<file path="src/rtl/closest_hit_resolver.sv">
// Closest-hit resolver: per-lane result FIFOs, tag alignment, nearest-hit
// selection and raster-ordered pixel output over a valid/ready handshake.

`ifndef TAG_SIZE
`define TAG_SIZE 4
`endif

package closest_hit_resolver_pkg;

  localparam int unsigned TMIN_WIDTH    = 16;
  localparam int unsigned CHANNEL_WIDTH = 8;

  typedef struct packed {
    logic [CHANNEL_WIDTH-1:0] r;
    logic [CHANNEL_WIDTH-1:0] g;
    logic [CHANNEL_WIDTH-1:0] b;
  } color_t;

  typedef struct packed {
    color_t color;
  } box_t;

  typedef struct packed {
    logic                  ray_hit;
    logic [TMIN_WIDTH-1:0] tmin;
    box_t                  box;
  } aabb_result_t;

endpackage

module closest_hit_resolver
  import closest_hit_resolver_pkg::*;
#(
  parameter int unsigned      WIDTH        = TMIN_WIDTH,
  parameter int unsigned      Q_BITS       = 12,
  parameter logic [WIDTH-1:0] MAX          = WIDTH'(16'h7FFF),
  parameter int unsigned      OBJECT_COUNT = 3,
  parameter int unsigned      TAG_SIZE     = `TAG_SIZE,
  parameter int unsigned      FIFO_DEPTH   = 4,
  parameter int unsigned      PIXEL_WIDTH  = 640,
  parameter int unsigned      PIXEL_HEIGHT = 480,
  parameter color_t           BG_COLOR     = '{r: 8'd0, g: 8'd0, b: 8'd0}
) (
  input  logic                              clk,
  input  logic                              reset,
  input  logic                              valid_in  [OBJECT_COUNT],
  input  aabb_result_t                      result_in [OBJECT_COUNT],
  input  logic [TAG_SIZE-1:0]               tag_in    [OBJECT_COUNT],
  output logic                              in_ready,
  output logic                              pixel_valid,
  input  logic                              pixel_ready,
  output color_t                            pixel_color,
  output logic [WIDTH-1:0]                  pixel_tmin,
  output logic [$clog2(PIXEL_WIDTH)-1:0]    pixel_x,
  output logic [$clog2(PIXEL_HEIGHT)-1:0]   pixel_y,
  output logic                              frame_done,
  output logic                              overflow_err,
  output logic                              tag_err
);

  localparam int unsigned PTR_W = $clog2(FIFO_DEPTH);
  localparam int unsigned CNT_W = PTR_W + 1;
  localparam int unsigned X_W   = $clog2(PIXEL_WIDTH);
  localparam int unsigned Y_W   = $clog2(PIXEL_HEIGHT);

  // Elaboration-time sanity of the parameter set.
  if (WIDTH != TMIN_WIDTH || Q_BITS >= WIDTH || FIFO_DEPTH < 2 ||
      (FIFO_DEPTH & (FIFO_DEPTH - 1)) != 0 || PIXEL_WIDTH < 2 || PIXEL_HEIGHT < 2)
  begin : g_param_check
    $error("closest_hit_resolver: unsupported parameter combination");
  end

  aabb_result_t          res_mem [OBJECT_COUNT][FIFO_DEPTH];
  logic [TAG_SIZE-1:0]   tag_mem [OBJECT_COUNT][FIFO_DEPTH];
  logic [PTR_W-1:0]      wr_ptr  [OBJECT_COUNT];
  logic [PTR_W-1:0]      rd_ptr  [OBJECT_COUNT];
  logic [CNT_W-1:0]      count   [OBJECT_COUNT];

  logic [OBJECT_COUNT-1:0] lane_full_c;
  logic [OBJECT_COUNT-1:0] lane_empty_c;
  logic [OBJECT_COUNT-1:0] tag_ok_c;
  logic [OBJECT_COUNT-1:0] pop_c;
  logic [OBJECT_COUNT-1:0] push_ok_c;
  logic                    overflow_c;

  logic                    out_free_c;
  logic                    resolve_c;
  logic                    load_c;
  logic                    discard_c;

  logic                    best_hit_c;
  logic [WIDTH-1:0]        best_tmin_c;
  color_t                  best_color_c;

  logic [TAG_SIZE-1:0]     expected_tag;
  logic [X_W-1:0]          x_cnt;
  logic [Y_W-1:0]          y_cnt;

  // Lane occupancy and head-tag match against the ray being assembled.
  always_comb begin
    lane_full_c  = '0;
    lane_empty_c = '0;
    tag_ok_c     = '0;
    for (int i = 0; i < OBJECT_COUNT; i++) begin
      lane_full_c[i]  = (count[i] == CNT_W'(FIFO_DEPTH));
      lane_empty_c[i] = (count[i] == '0);
      tag_ok_c[i]     = (tag_mem[i][rd_ptr[i]] == expected_tag);
    end
  end

  assign in_ready   = ~|lane_full_c;
  assign out_free_c = !pixel_valid || pixel_ready;
  assign resolve_c  = (~|lane_empty_c) && out_free_c;
  assign load_c     = resolve_c && (&tag_ok_c);
  assign discard_c  = resolve_c && !(&tag_ok_c);

  // Pops: all lanes on a good resolve, only the stale heads on a tag mismatch.
  always_comb begin
    pop_c      = '0;
    push_ok_c  = '0;
    overflow_c = 1'b0;
    if (load_c) begin
      pop_c = '1;
    end else if (discard_c) begin
      pop_c = ~tag_ok_c;
    end
    for (int i = 0; i < OBJECT_COUNT; i++) begin
      push_ok_c[i] = valid_in[i] && (!lane_full_c[i] || pop_c[i]);
      if (valid_in[i] && lane_full_c[i] && !pop_c[i]) begin
        overflow_c = 1'b1;
      end
    end
  end

  // Nearest hit across lane heads; strict compare keeps the lowest lane on ties.
  always_comb begin
    best_hit_c   = 1'b0;
    best_tmin_c  = MAX;
    best_color_c = BG_COLOR;
    for (int i = 0; i < OBJECT_COUNT; i++) begin
      if (res_mem[i][rd_ptr[i]].ray_hit &&
          (!best_hit_c || $signed(res_mem[i][rd_ptr[i]].tmin) < $signed(best_tmin_c))) begin
        best_hit_c   = 1'b1;
        best_tmin_c  = WIDTH'(res_mem[i][rd_ptr[i]].tmin);
        best_color_c = res_mem[i][rd_ptr[i]].box.color;
      end
    end
  end

  // FIFO storage; contents need no reset since occupancy gates every read.
  always_ff @(posedge clk) begin
    for (int i = 0; i < OBJECT_COUNT; i++) begin
      if (push_ok_c[i]) begin
        res_mem[i][wr_ptr[i]] <= result_in[i];
        tag_mem[i][wr_ptr[i]] <= tag_in[i];
      end
    end
  end

  always_ff @(posedge clk) begin
    if (reset) begin
      for (int i = 0; i < OBJECT_COUNT; i++) begin
        wr_ptr[i] <= '0;
        rd_ptr[i] <= '0;
        count[i]  <= '0;
      end
    end else begin
      for (int i = 0; i < OBJECT_COUNT; i++) begin
        if (push_ok_c[i]) begin
          wr_ptr[i] <= wr_ptr[i] + PTR_W'(1);
        end
        if (pop_c[i]) begin
          rd_ptr[i] <= rd_ptr[i] + PTR_W'(1);
        end
        case ({push_ok_c[i], pop_c[i]})
          2'b10:   count[i] <= count[i] + CNT_W'(1);
          2'b01:   count[i] <= count[i] - CNT_W'(1);
          default: count[i] <= count[i];
        endcase
      end
    end
  end

  // Output register, raster counters, ray tag sequence and sticky errors.
  always_ff @(posedge clk) begin
    if (reset) begin
      pixel_valid  <= 1'b0;
      pixel_color  <= '0;
      pixel_tmin   <= '0;
      pixel_x      <= '0;
      pixel_y      <= '0;
      x_cnt        <= '0;
      y_cnt        <= '0;
      expected_tag <= '0;
      overflow_err <= 1'b0;
      tag_err      <= 1'b0;
    end else begin
      if (overflow_c) begin
        overflow_err <= 1'b1;
      end
      if (discard_c) begin
        tag_err <= 1'b1;
      end
      if (load_c) begin
        pixel_valid  <= 1'b1;
        pixel_color  <= best_color_c;
        pixel_tmin   <= best_tmin_c;
        pixel_x      <= x_cnt;
        pixel_y      <= y_cnt;
        expected_tag <= expected_tag + TAG_SIZE'(1);
        if (x_cnt == X_W'(PIXEL_WIDTH - 1)) begin
          x_cnt <= '0;
          y_cnt <= (y_cnt == Y_W'(PIXEL_HEIGHT - 1)) ? '0 : y_cnt + Y_W'(1);
        end else begin
          x_cnt <= x_cnt + X_W'(1);
        end
      end else if (pixel_ready) begin
        pixel_valid <= 1'b0;
      end
    end
  end

  // Same-cycle pulse as the handshake that retires the frame's last pixel.
  assign frame_done = pixel_valid && pixel_ready &&
                      (pixel_x == X_W'(PIXEL_WIDTH - 1)) &&
                      (pixel_y == Y_W'(PIXEL_HEIGHT - 1));

endmodule

</file>
<file path="config.mk">
export PLATFORM = sky130hd
export DESIGN_NAME = closest_hit_resolver
export DESIGN_NICKNAME = d
export VERILOG_FILES = /design/src/rtl/closest_hit_resolver.sv
export SDC_FILE = /design/constraint.sdc
export NUM_CORES = 1
export LEC_CHECK = 0
export ABC_AREA = 1
export CAP_MARGIN = 25
export CORE_UTILIZATION = 40
export DETAILED_ROUTE_END_ITERATION = 6
export GPL_TIMING_DRIVEN = 0
export SYNTH_ARGS = -nofsm -noshare
export SYNTH_HDL_FRONTEND = slang
export SYNTH_SLANG_ARGS = --single-unit
</file>
<file path="constraint.sdc">
create_clock -name clk -period 5.7 [get_ports clk]
set_clock_uncertainty 0.15 [all_clocks]
set_input_delay 1.14 -clock clk [delete_from_list [all_inputs] [get_ports clk]]
set_output_delay 1.14 -clock clk [all_outputs]
set_load 0.005 [all_outputs]
</file>
Word level (Yosys, flattened, before mapping)
Memory sizes are Yosys's and may differ from the RTL's.
Index checks and enable logic that the tools add are counted.

word-level totals
  output and inout bits = 64
  register bits = 85
  word-level logic and storage cells = 245
  input bits = 141
  memories kept = 5
  memory bits (writable) = 561

memory list
  name     words  bits a word  rd ports  clocked after memory_dff  write ports  RTL line  source
  res_mem  3      164          3         0                         3            73        aabb_result_t res_mem [OBJECT_COUNT][FIFO_DEPTH];
  tag_mem  3      16           3         0                         3            74        logic [TAG_SIZE-1:0] tag_mem [OBJECT_COUNT][FIFO_DEPTH];
  count    3      3            3         0                         3            77        logic [CNT_W-1:0] count [OBJECT_COUNT];
  rd_ptr   3      2            3         0                         3            76        logic [PTR_W-1:0] rd_ptr [OBJECT_COUNT];
  wr_ptr   3      2            3         0                         3            75        logic [PTR_W-1:0] wr_ptr [OBJECT_COUNT];

cells by class
  bitwise logic cells = 22
  reduce and logical (&&, ||, !) cells = 49
  eq/ne operators = 16
  add/sub/neg operators = 15
  multiplexer cells = 115
  magnitude comparators = 11

operators with widths
  cell                                                       count
  2-to-1 mux 164 bit                                         3
  2-to-1 mux 41 bit                                          9
  binary-select mux 41 bit (select 2 bit)                    3
  demux 41 bit (select 2 bit)                                3
  2-to-1 mux 16 bit                                          6
  2-to-1 mux 24 bit                                          3
  2-to-1 mux 1 bit                                           54
  2-to-1 mux 4 bit                                           9
  2-to-1 mux 3 bit                                           11
  less-than comparator 16 bit                                2
  binary-select mux 4 bit (select 2 bit)                     3
  demux 4 bit (select 2 bit)                                 3
  == test 10 bit (second input constant)                     2
  logical AND 1 bit                                          20
  == test 9 bit (second input constant)                      2
  greater-or-equal comparator 3 bit (second input constant)  6
  inverter 2 -> 3 bit                                        6
  bitwise OR 1 bit                                           15
  adder 2 x 1 -> 2 bit (second input constant)               6
  == test 4 bit                                              3
  zero test 1 bit                                            12
  2-to-1 mux 2 bit                                           6
  adder 10 x 1 -> 10 bit (second input constant)             1
  2-to-1 mux 10 bit                                          1
  other kinds (17)                                           39

Logic depth before layout (Yosys ltp)
  depth in word-level cells = 19
  depth in mapped cells = 38
  mapped depth without buffers = 35

Worst setup path after synthesis
OpenSTA, ideal clock, no wires.

  kind = input port to flip-flop
  start point = input pixel_ready
  end point = memory res_mem[0][328] (netlist name), enable pin
  stages on the path = 12
  path slack = 0.372 ns
  arrival time = 4.730 ns
  required time = 5.102 ns
  path buffers = 0
  path through = inv_1 > nand2_1 > inv_1 > a2111oi_1 > nand3_1 > inv_2 > a21oi_1 > inv_1 > nor2_1 > nor2_1 > inv_1 > nor2_1

RTL lines
  item             RTL line  source
  start, declared  51        input logic pixel_ready,
  end, declared    73

==> impl_metrics.toml <==
[die]
chipHeight_um = 259
fp.dieArea_um2 = 67200
num_io_pins = 205
coreArea_um2 = 64900
start_util_pct = 40.7
die_w_um = 259
num_rows = 93

[final_layout]
layout_common_cells = "edfxtp_1 (561), nand2_1 (370), clkdlybuf4s50_1 (203)"
syn2layout_area_growth_pct = 23.0
fin_nets = 2715
design_area_um2 = 32500
drive_above_1_share_pct = 9.48
layout_commonest_cell = "edfxtp_1"
fillers = 5665

[flow_run]
maxCapViolCount = 0

[power_and_ir_drop]
p_int_mw = 10.6
power_density_nw_per_um2 = 532
share_seq_of_total_power_pct = 34.4
pwr-share-comb_pct = 39.8
switchingPower_mw = 6.73
netSwitchingFraction_pct = 38.8
p_clk_share_pct = 25.8
vdd_ir_drop_max_mv = 0.326
cellLeakagePower_nw = 11.4

[clock_network]
cts-htree-levels = 3
clock-root-buffer = "clkbuf_16"
insertion_delay_ps = 610
cts_tree = "built"
cts_made_buffers = 69
cts_buffer_depth = 3
clkTransAtPathRegs_ps = 60
clock-sinks = 646

[global_route]
grt_pass1_wl_um = 111000
grt_pass1_vias = 18000
grt_util_all_layers_pct = 22.3
antenna_found_initial = 6
overflow = 0
grt_max_degree = 28

[detailed_routing]
drtIter0Drc = 1747
wire_per_inst_um = 22.1
highest_layer = "met5"
num_vias = 18800
drc = 0
wl_um = 75900
wl_met3_um = 6210
viasPerCell = 5.48
met1Wirelength_um = 30900
ant_nets = 0
wl_met2_um = 36500
dr.pass1.iters = 6

[timing]
finalMaxSlewViolations = 0
worst_slew_pin_slew_ps = 1060
setup_viol = 0
hold_viol = 0
min_period_over_period_pct = 95.6
maxSlewHeadroom_pct = 28.9
min_period_ps = 5450
fin_ws_ps = 249
setup_tns_ps = 0
clock.fmax_mhz = 183

[placement]
place.gp.congestion = 0.913
place_area_um2 = 30000
dp_slack_ps = -910
dp_hpwl_um = 53300
port_buffers = 203

[synth]
synth_top_cell_by_area = "edfxtp_1"
syn_avg_cell_area_um2 = 11.9
yosysSeqAreaShare_pct = 70.1
yosys_warnings = 0
synth_edf_count = 561
synth.cell_area_um2 = 26500
yosysTopAreaCellShare_pct = 63.7
synth_flop_cell = "edfxtp_1"
synthTopCellsByArea = "edfxtp_1 (64%), dfxtp_1 (6.4%), nand2_1 (5.2%)"
syn_inst = 2227
synthArstFlopShare_pct = 0
ys_types = 51
synth-seq-cells = 646
syn_nets = 2420

[worst_setup_path]
startpoint_type = "register"
crit_arrival_ps = 5830
crit_slowest_cell = "edfxtp_1"
path_max_fanout = 10
crit_top_cell = "nand2_1"
endpoint_kind = "register"
worstPathRequired_ps = 6080
cpPeakStageDelay_ps = 470
path_class = "reg -> reg"

[status]
status = "complete, no violations"

[worst_hold_path]
min_path_type = "reg -> reg"
## what timing repair did
item                                    CTS  global route
setup buffers                             0             7
endpoints found under the setup margin   40            40
hold buffers                              0             0
pin swaps                                 0             2
gates resized for setup                  39            75
## worst max-delay path: cells and delay by family (launching register included)
kind,cells,cell delay (ps)
adders and majority gates,2,610
and+or+nand+nor,15,1430
DFF,1,470
buffers and inverters,6,1120
AOI/OAI and AO/OA,9,1570
## layout make-up
class	instances	area, um^2	area share (%)
antenna	4	10.0	0.0308
clock inverter	40	380	1.17
buffer	129	643	1.98
tap	855	1070	3.29
sequential	646	18500	57.0
multi-input combinational	1331	7150	22.0
inverter	120	459	1.41
clock buffer	82	1890	5.81
timing repair buffer	225	2390	7.35
## metal layers
layer | track usage (%) | up-vias
li1 | - | 8651
met1 | 30.0 | 9212
met2 | 36.1 | 819
met3 | 3.88 | 125
met4 | 8.51 | 4
met5 | 0 | -
## sequential cells by signal, indices dropped and copies added (netlist names)
name and flops:
count 9, expected_tag 4, overflow_err 1, pixel_color 24, pixel_tmin 16, pixel_valid 1
pixel_x 10, pixel_y 9, rd_ptr 6, res_mem 492, tag_err 1, tag_mem 48
wr_ptr 6, x_cnt 10, y_cnt 9
## per-stage QoR
| step | instances | util (%) | total power, mW | hold WS (ps) |
|---|---|---|---|---|
| 3_5_place_dp | 3299 | 46.1 | 12.6 | 301 |
| 3_3_place_gp | 3285 | 45.5 | 12.4 | 297 |
| 4_1_cts | 3420 | 49.8 | 17.1 | 310 |
| 6_report | 3432 | 50.1 | 17.3 | 305 |
| 2_1_floorplan | 2227 | - | 10.1 | 289 |
| 5_1_grt | 3431 | 50.1 | 18.2 | 336 |
## cell usage after synthesis, types with 4 or more instances
cell type and instances:
nor4_1 5, dfxtp_1 85, a221oi_1 7, a31oi_1 4, a22oi_1 22, buf_1 19, buf_6 4, a32o_1 24
o21ai_1 4, nand3_1 101, nor3_1 12, nand4_1 5, inv_2 9, o22ai_1 72, a21o_1 5, o21ai_0 192
edfxtp_1 561, clkbuf_1 87, nand2_1 370, ha_1 50, a211oi_1 7, inv_1 109, a32oi_1 15, xor2_1 16
a21oi_1 172, buf_2 17, nor2_1 215
## kinds of logic after synthesis
logic type / Yosys count / share of synthesized area, %
multiplexers: 1 / 0.0378
AND/OR/NAND/NOR: 724 / 11.2
flip-flops: 646 / 70.1
AO/OA/AOI/OAI: 537 / 11.8
adder cells (fa/ha/maj): 52 / 2.52
buffers and inverters: 250 / 3.78
XOR/XNOR: 17 / 0.563
## worst paths after layout
kind | startpoint | endpoint | slack, ps | cells past startpoint
max reg2reg | rd_ptr[0][0]$_SDFFCE_PP0P_ | pixel_color[8]$_SDFFE_PP0P_ | 250 | 32
min | tag_err$_SDFFE_PP0P_ | tag_err$_SDFFE_PP0P_ | 310 | 2
min reg2reg | tag_err$_SDFFE_PP0P_ | tag_err$_SDFFE_PP0P_ | 310 | 2
max | rd_ptr[0][0]$_SDFFCE_PP0P_ | pixel_color[8]$_SDFFE_PP0P_ | 250 | 32
## power by group through the flow
stage,registers [mW],clock network (mW),logic (mW)
2_1_floorplan,6.04,0,4.05
3_3_place_gp,6.11,0,6.29
3_5_place_dp,6.06,0,6.55
4_1_cts,5.96,4.52,6.66
5_1_grt,6.01,4.71,7.51
6_report,5.96,4.47,6.89
(Power assumes the default switching activity.)
